==> src/rtl/htif_ctrl.sv <==
// Host-target interface controller: decodes tohost commands, gates core stepping, serves
// console putchar (only when HTIF_CONSOLE_EN is defined) and ends the run on exit or watchdog.
module htif_ctrl #(
  parameter int unsigned TIMEOUT_CYCLES = 1000000,
  parameter int unsigned CNT_W          = 32
) (
  input  logic             CLK,
  input  logic             RSTn,
  input  logic             tohost_we,
  input  logic [31:0]      tohost,
  output logic             core_run,
  output logic             con_valid,
  output logic [7:0]       con_data,
  input  logic             con_ready,
  output logic             fromhost_valid,
  output logic [31:0]      fromhost,
  output logic             done,
  output logic             pass,
  output logic [30:0]      exit_code,
  output logic             timeout,
  output logic             bad_cmd,
  output logic [CNT_W-1:0] cycle_cnt
);

  localparam logic [31:0] AckWord = 32'h0101_0001;

  typedef enum logic [1:0] {StRun, StConWait, StAck, StDone} state_e;

  state_e           state_q, state_d;
  logic             core_run_q, core_run_d;
  logic             con_valid_q, con_valid_d;
  logic [7:0]       con_data_q, con_data_d;
  logic             fromhost_valid_q, fromhost_valid_d;
  logic [31:0]      fromhost_q, fromhost_d;
  logic             done_q, done_d;
  logic             pass_q, pass_d;
  logic [30:0]      exit_code_q, exit_code_d;
  logic             timeout_q, timeout_d;
  logic             bad_cmd_q, bad_cmd_d;
  logic [CNT_W-1:0] cnt_q, cnt_d;

  logic [7:0]  dev, cmd;
  logic        is_null, is_exit, is_put;
  logic [63:0] cnt_wide;
  logic        cnt_hit;

  assign dev     = tohost[31:24];
  assign cmd     = tohost[23:16];
  assign is_null = (tohost == 32'h0);
  assign is_exit = (dev == 8'h00) && (cmd == 8'h00) && tohost[0];

`ifdef HTIF_CONSOLE_EN
  assign is_put = (dev == 8'h01) && (cmd == 8'h01);
`else
  assign is_put = 1'b0;
`endif

  // Counter advances on every edge taken in RUN, saturating at all-ones.
  always_comb begin
    cnt_d = cnt_q;
    if (state_q == StRun && cnt_q != {CNT_W{1'b1}}) begin
      cnt_d = cnt_q + 1'b1;
    end
  end

  assign cnt_wide = 64'(cnt_d);
  assign cnt_hit  = (TIMEOUT_CYCLES != 0) && (cnt_wide == 64'(TIMEOUT_CYCLES));

  always_comb begin
    state_d          = state_q;
    con_valid_d      = con_valid_q;
    con_data_d       = con_data_q;
    fromhost_valid_d = 1'b0;
    fromhost_d       = fromhost_q;
    done_d           = done_q;
    pass_d           = pass_q;
    exit_code_d      = exit_code_q;
    timeout_d        = timeout_q;
    bad_cmd_d        = bad_cmd_q;

    unique case (state_q)
      StRun: begin
        // An exit write beats a watchdog expiry on the same edge.
        if (tohost_we && is_exit) begin
          exit_code_d = tohost[31:1];
          pass_d      = (tohost[31:1] == 31'h0);
          done_d      = 1'b1;
          state_d     = StDone;
        end else begin
          if (tohost_we && !is_null && !is_put) begin
            bad_cmd_d = 1'b1;
          end
          if (cnt_hit) begin
            timeout_d = 1'b1;
            done_d    = 1'b1;
            pass_d    = 1'b0;
            state_d   = StDone;
          end else if (tohost_we && is_put) begin
            con_data_d  = tohost[7:0];
            con_valid_d = 1'b1;
            state_d     = StConWait;
          end
        end
      end
      StConWait: begin
        if (tohost_we) begin
          bad_cmd_d = 1'b1;
        end
        if (con_ready) begin
          con_valid_d      = 1'b0;
          fromhost_valid_d = 1'b1;
          fromhost_d       = AckWord;
          state_d          = StAck;
        end
      end
      StAck: begin
        if (tohost_we) begin
          bad_cmd_d = 1'b1;
        end
        state_d = StRun;
      end
      StDone: begin
        if (tohost_we) begin
          bad_cmd_d = 1'b1;
        end
      end
    endcase

    core_run_d = (state_d == StRun);
  end

  always_ff @(posedge CLK or negedge RSTn) begin
    if (!RSTn) begin
      state_q          <= StRun;
      core_run_q       <= 1'b1;
      con_valid_q      <= 1'b0;
      con_data_q       <= 8'h00;
      fromhost_valid_q <= 1'b0;
      fromhost_q       <= 32'h0;
      done_q           <= 1'b0;
      pass_q           <= 1'b0;
      exit_code_q      <= 31'h0;
      timeout_q        <= 1'b0;
      bad_cmd_q        <= 1'b0;
      cnt_q            <= '0;
    end else begin
      state_q          <= state_d;
      core_run_q       <= core_run_d;
      con_valid_q      <= con_valid_d;
      con_data_q       <= con_data_d;
      fromhost_valid_q <= fromhost_valid_d;
      fromhost_q       <= fromhost_d;
      done_q           <= done_d;
      pass_q           <= pass_d;
      exit_code_q      <= exit_code_d;
      timeout_q        <= timeout_d;
      bad_cmd_q        <= bad_cmd_d;
      cnt_q            <= cnt_d;
    end
  end

  assign core_run  = core_run_q;
  assign done      = done_q;
  assign pass      = pass_q;
  assign exit_code = exit_code_q;
  assign timeout   = timeout_q;
  assign bad_cmd   = bad_cmd_q;
  assign cycle_cnt = cnt_q;

`ifdef HTIF_CONSOLE_EN
  assign con_valid      = con_valid_q;
  assign con_data       = con_data_q;
  assign fromhost_valid = fromhost_valid_q;
  assign fromhost       = fromhost_q;
`else
  logic unused_con;
  assign unused_con     = ^{con_valid_q, con_data_q, fromhost_valid_q, fromhost_q};
  assign con_valid      = 1'b0;
  assign con_data       = 8'h00;
  assign fromhost_valid = 1'b0;
  assign fromhost       = 32'h0;
`endif

endmodule
==> config.mk <==
export PLATFORM = sky130hd
export DESIGN_NAME = htif_ctrl
export DESIGN_NICKNAME = d
export VERILOG_FILES = /design/src/rtl/htif_ctrl.sv
export SDC_FILE = /design/constraint.sdc
export NUM_CORES = 1
export LEC_CHECK = 0
export ABC_AREA = 1
export CORE_MARGIN = 5
export CORE_UTILIZATION = 46
export CTS_CLUSTER_SIZE = 10
export DETAILED_ROUTE_END_ITERATION = 6
export GPL_ROUTABILITY_DRIVEN = 0
export GPL_TIMING_DRIVEN = 1
export PLACE_DENSITY = 0.81
export SKIP_CTS_REPAIR_TIMING = 1
export SLEW_MARGIN = 25
export SYNTH_ARGS = -nofsm -noshare
export SYNTH_HDL_FRONTEND = slang
export SYNTH_SLANG_ARGS = --single-unit
==> constraint.sdc <==
create_clock -name CLK -period 2.8 [get_ports CLK]
set_input_delay 0.56 -clock CLK [delete_from_list [all_inputs] [get_ports CLK]]
set_output_delay 0.56 -clock CLK [all_outputs]
set_load 0.05 [all_outputs]
# Word-level counts from Yosys, hierarchy flattened
# Index checks and enable logic that the tools add are counted.
# word_totals
reg_bits	70
inputBits	36
output_inout_bits	110
wordCells	49
# classes
add_sub_neg	1
eq_ne	8
n_mux	13
n_bitwise	1
reduce_logical	18
# ops
operator	n
adder 32 x 1 -> 32 bit (second input constant)	1
== test 32 x 20 -> 1 bit (second input constant)	1
zero test 32 bit	1
two-way mux 32 bit	1
inequality test 32 bit (second input constant)	1
zero test 31 bit	1
zero test 8 bit	2
two-way mux 1 bit	7
two-way mux 2 bit	3
one-hot mux 2 bit (3 select lines)	1
AND reduction 3 bit	2
logical AND 1 bit	5
== test 2 bit (second input constant)	2
zero test 2 bit	2
inequality test 2 x 1 -> 1 bit (second input constant)	2
AND reduction 2 bit	2
OR reduction 3 bit	1
== test 2 x 1 -> 1 bit (second input constant)	1
inequality test 2 bit (second input constant)	1
one-hot mux 1 bit (2 select lines)	1
nonzero test 2 bit	1
zero test 1 bit	1
inverter 1 bit	1

# Longest topological paths before layout
# logic_depth
word_depth	8
mapped_depth	17

# Worst setup path after synthesis
# No wires, ideal clock.
# synth_path
path_kind	flip-flop to flip-flop
from	reg cnt_q[0], in the netlist cycle_cnt[0]
to	reg pass_q, in the netlist pass
setup_time_ns	0.120
arrival_time_ns	2.289
path_slack_ns	0.390
path_stages_with_launch	18
cell_sequence	dfrtp_1 ha_1 inv_1 nor2_2 nand2_2 nor2_8 nand2_4 buf_6 nand2_2 nand2_1 nand2_2 nand3_2 nor2_1 nand3_1 nor2_2 nand2_2 nand3_1 nand2_1
# synth_between
elab_chain_len	6
# synth_lines
item	line_no	text
start, declared	40	logic [CNT_W-1:0] cnt_q, cnt_d;
start signal, assigned	158	cnt_q <= cnt_d;
parallel branches: the longest is 2 deep, another holds adder 32 x 1 -> 32 bit	--	
two-way mux 32 bit (*)	61	if (state_q == StRun && cnt_q != {CNT_W{1'b1}}) begin
named net cnt_d[9]	40	
== test 32 x 20 -> 1 bit (*)	67	assign cnt_hit = (TIMEOUT_CYCLES != 0) && (cnt_wide == 64'(TIMEOUT_CYCLES));
nonzero test 2 bit (no source line) (*)	--	
AND reduction 2 bit (no source line) (*)	--	
end signal, assigned	154	pass_q <= pass_d;
end, declared	36	logic pass_q, pass_d;
# Mark *: on every way through the listed nets, which the timed path passes.
# A chain may end at the register's enable or synchronous reset.

# Worst setup path in the final report
# layout_path
from	reg cnt_q[0], in the netlist cycle_cnt[0]
to	reg pass_q, in the netlist pass
# layout_between
elab_chain_len	6
# layout_lines
item	line_no
parallel branches: the longest is 2 deep, another holds adder 32 x 1 -> 32 bit	--
two-way mux 32 bit (*)	61
== test 32 x 20 -> 1 bit (*)	67
nonzero test 2 bit (no source line) (*)	--
AND reduction 2 bit (no source line) (*)	--
# Every way passes the cells marked *.

==> reports/results.ini <==
[status]
status = finished clean

[worst_setup_path]
cpMaxStageDelayCell = dfrtp_1
crit_path_end_kind = register
arrival_ns = 2.75
worstPathCellList = ha_1 -> inv_1 -> nor2_2 -> nand2_2 -> nor2_8 -> nand2_4 -> nand2_2 -> inv_1 -> nand2_1 -> o21ai_0 -> nor2_1 -> nand2_1 -> nor2_1 -> nand2_2 -> nand3_1 -> nand2_1
critPathKind = register to register
crit_fanout = 34
critPathMaxStageDelay_ns = 0.43
start_kind = register
worstPathRequired_ns = 3.04
reg2reg_depth = 16

[yosys]
avgSynthCellArea_um2 = 7.11
ys_seq_area_frac = 0.418
yosysUniqueCellTypes = 33
syn_inst = 590
synth_warnings = 0
netlist_area_um2 = 4200
synth-seq-cells = 70

[clocking]
cts_num_sinks = 70
cts.clk_slew.worst_paths_ns = 0.08
insertion_delay_ns = 0.35
cts_tree = done
cts_made_buffers = 9
cts_buffer_depth = 2
cts_max_level = 3
cts_root_buffer = clkbuf_8

[die]
die_w_um = 106
core_um2 = 8810
initial_core_util = 0.477
dieArea_um2 = 11100
io_pins = 146
std_cell_rows = 34
fp.dieH_um = 106

[sta]
finalMaxSlewViolations = 0
clock.fmax_ghz = 0.398
fin_crit_sh = 0.898
hold_viol = 0
finalClockSkew_ns = 0.00654
setup_tns_ns = 0
tightest_slew_ns = 0.551
rsz0062_at_grt = no
slew_headroom = 0.632
finalSetupViolations = 0
period_needed_ns = 2.51

[global_routing]
antenna_found_initial = 0
grt_pass1_vias = 3809
grt_overflow = 0
grt_pass1_wl_um = 17100
grt_max_degree = 71
grtUsageTotal = 0.188

[placed_design]
hpwl_um = 8170
io_buffer_count = 103
place_inst = 796

[route]
wl_um = 10600
drc = 0
routed-via-count = 3901
viasPerCell = 4.80
drt_first_pass_iters = 5
drtAntennaViolNets = 0
wl_per_cell_um = 13.0
drt_iter0_drc = 222

[power]
power.leakage_nw = 2.89
ir_worst_vdd_v = 0.000276
power.density_nw_per_um2 = 396

[flow_run]
drv_cap = 0

[final_layout]
regArea_um2 = 1750
layout.cells.most_common = nand2_1
area_growth_pct = 28.9
fill_cells = 782
nNetsFinal = 736
drive_gt1_frac = 0.0710
antennaDiodeCount = 0
multi_input_area_um2 = 1800
layout_common_cells = 168 x nand2_1, 112 x inv_1, 102 x clkdlybuf4s50_1, 74 x nor2_1, 69 x dfrtp_1
fin_cells = 812

[min_path]
hp-class = input pin to asynchronous set/reset pin

-- layer usage --
metal / vias up / global-route usage / part of all wire
met1: 1804 / 0.209 / 0.39
li1: 1908 / - / -
met4: 0 / 0.0675 / 0.017
met3: 24 / 0.0697 / 0.099
met2: 165 / 0.332 / 0.50
met5: - / 0 / 0
-- critical path, delay by kind of cell (launching register included) --
family / cells / cell delay (ns)
simple gates: 12 / 1.48
flops: 1 / 0.43
fa+ha+maj: 1 / 0.22
buf+inv: 2 / 0.15
compound gates: 1 / 0.11
-- stage by stage --
stage | utilization | hold WS [ns] | total power (W) | setup slack [ns] | cell area, um^2
after CTS | 0.614 | 0.230 | 0.00215 | 0.292 | 5410
after global routing | 0.614 | 0.237 | 0.00222 | 0.0169 | 5410
final | 0.614 | 0.222 | 0.00214 | 0.287 | 5410
after global placement | 0.589 | 0.451 | 0.00123 | 0.236 | 5190
after floorplan | - | 0.264 | 0.00121 | 0.390 | 4350
after detailed placement | 0.589 | 0.454 | 0.00124 | 0.149 | 5190
-- registers in the layout (all words and copies together) (netlist names) --
| signal | count |
|---|---|
| state_q | 2 |
| done | 1 |
| exit_code | 31 |
| core_run | 1 |
| cycle_cnt | 32 |
| pass | 1 |
| timeout | 1 |
| bad_cmd | 1 |
-- synthesized netlist by cell type --
library cell | n | area share
buf_6 | 2 | 0.0054
ha_1 | 1 | 0.0030
o21bai_2 | 1 | 0.0027
nand2_4 | 1 | 0.0027
nor2_2 | 7 | 0.010
or3_1 | 1 | 0.0015
nor2_1 | 74 | 0.066
xnor2_1 | 1 | 0.0021
a21oi_1 | 2 | 0.0024
nand4_1 | 15 | 0.022
xor2_1 | 2 | 0.0042
inv_1 | 112 | 0.10
o21ai_1 | 6 | 0.0072
buf_4 | 43 | 0.077
nand3_2 | 3 | 0.0072
nand3b_1 | 5 | 0.0089
buf_2 | 6 | 0.0072
nand3_4 | 1 | 0.0042
and3_1 | 2 | 0.0030
nor3_1 | 3 | 0.0036
nand2_1 | 168 | 0.15
nor2_4 | 2 | 0.0054
nand3_1 | 36 | 0.043
nor4_4 | 1 | 0.0051
and2_1 | 1 | 0.0015
o21ai_0 | 9 | 0.011
nor4_1 | 1 | 0.0015
conb_1 | 1 | 0.00089
nand2_2 | 11 | 0.016
o21bai_1 | 1 | 0.0018
dfrtp_1 | 69 | 0.41
dfstp_2 | 1 | 0.0063
nor2_8 | 1 | 0.0048
-- path summary, 6_finish.rpt --
check                                       start                   endpoint  slack (ns)
setup reg to reg           cycle_cnt[0]$_DFF_PN0_           pass$_DFFE_PN0P_        0.29
hold / removal                               RSTn  exit_code[22]$_DFFE_PN0P_        0.22
hold reg to reg               timeout$_DFFE_PN0P_        timeout$_DFFE_PN0P_        0.48
min in group CLK              timeout$_DFFE_PN0P_        timeout$_DFFE_PN0P_        0.48
setup / recovery           cycle_cnt[0]$_DFF_PN0_           pass$_DFFE_PN0P_        0.29
max in group asynchronous                    RSTn         core_run$_DFF_PN1_        2.26
-- where the power goes --
| group | internal, W | switching, W |
|---|---|---|
| registers | 0.00101 | 0.00000000151 |
| logic | 0.0000477 | 0.000158 |
| clock network | 0.000510 | 0.000419 |
| total | 0.00157 | 0.000577 |
-- cells by family (layout without fill, tap and decap cells) --
kind of cell	Yosys count	count (layout)	share of synthesized area
and+or+nand+nor	333	333	0.358
buffers and inverters	163	236	0.190
DFF	70	70	0.418
AOI/OAI and AO/OA	19	19	0.0247
xor gates and xnor gates	3	3	0.00626
adders and majority gates	1	1	0.00298
other	1	42	0.000894
-- final cells by class --
| class | instances | share of cell area |
|---|---|---|
| flip-flops and latches | 70 | 0.324 |
| multi-input cells | 398 | 0.333 |
| well taps | 108 | 0.0250 |
| inverters | 112 | 0.0777 |
| repair buffers | 108 | 0.199 |
| clock inverters | 6 | 0.0176 |
| clock buffers | 10 | 0.0236 |
Power figures use the tool's default switching activity.
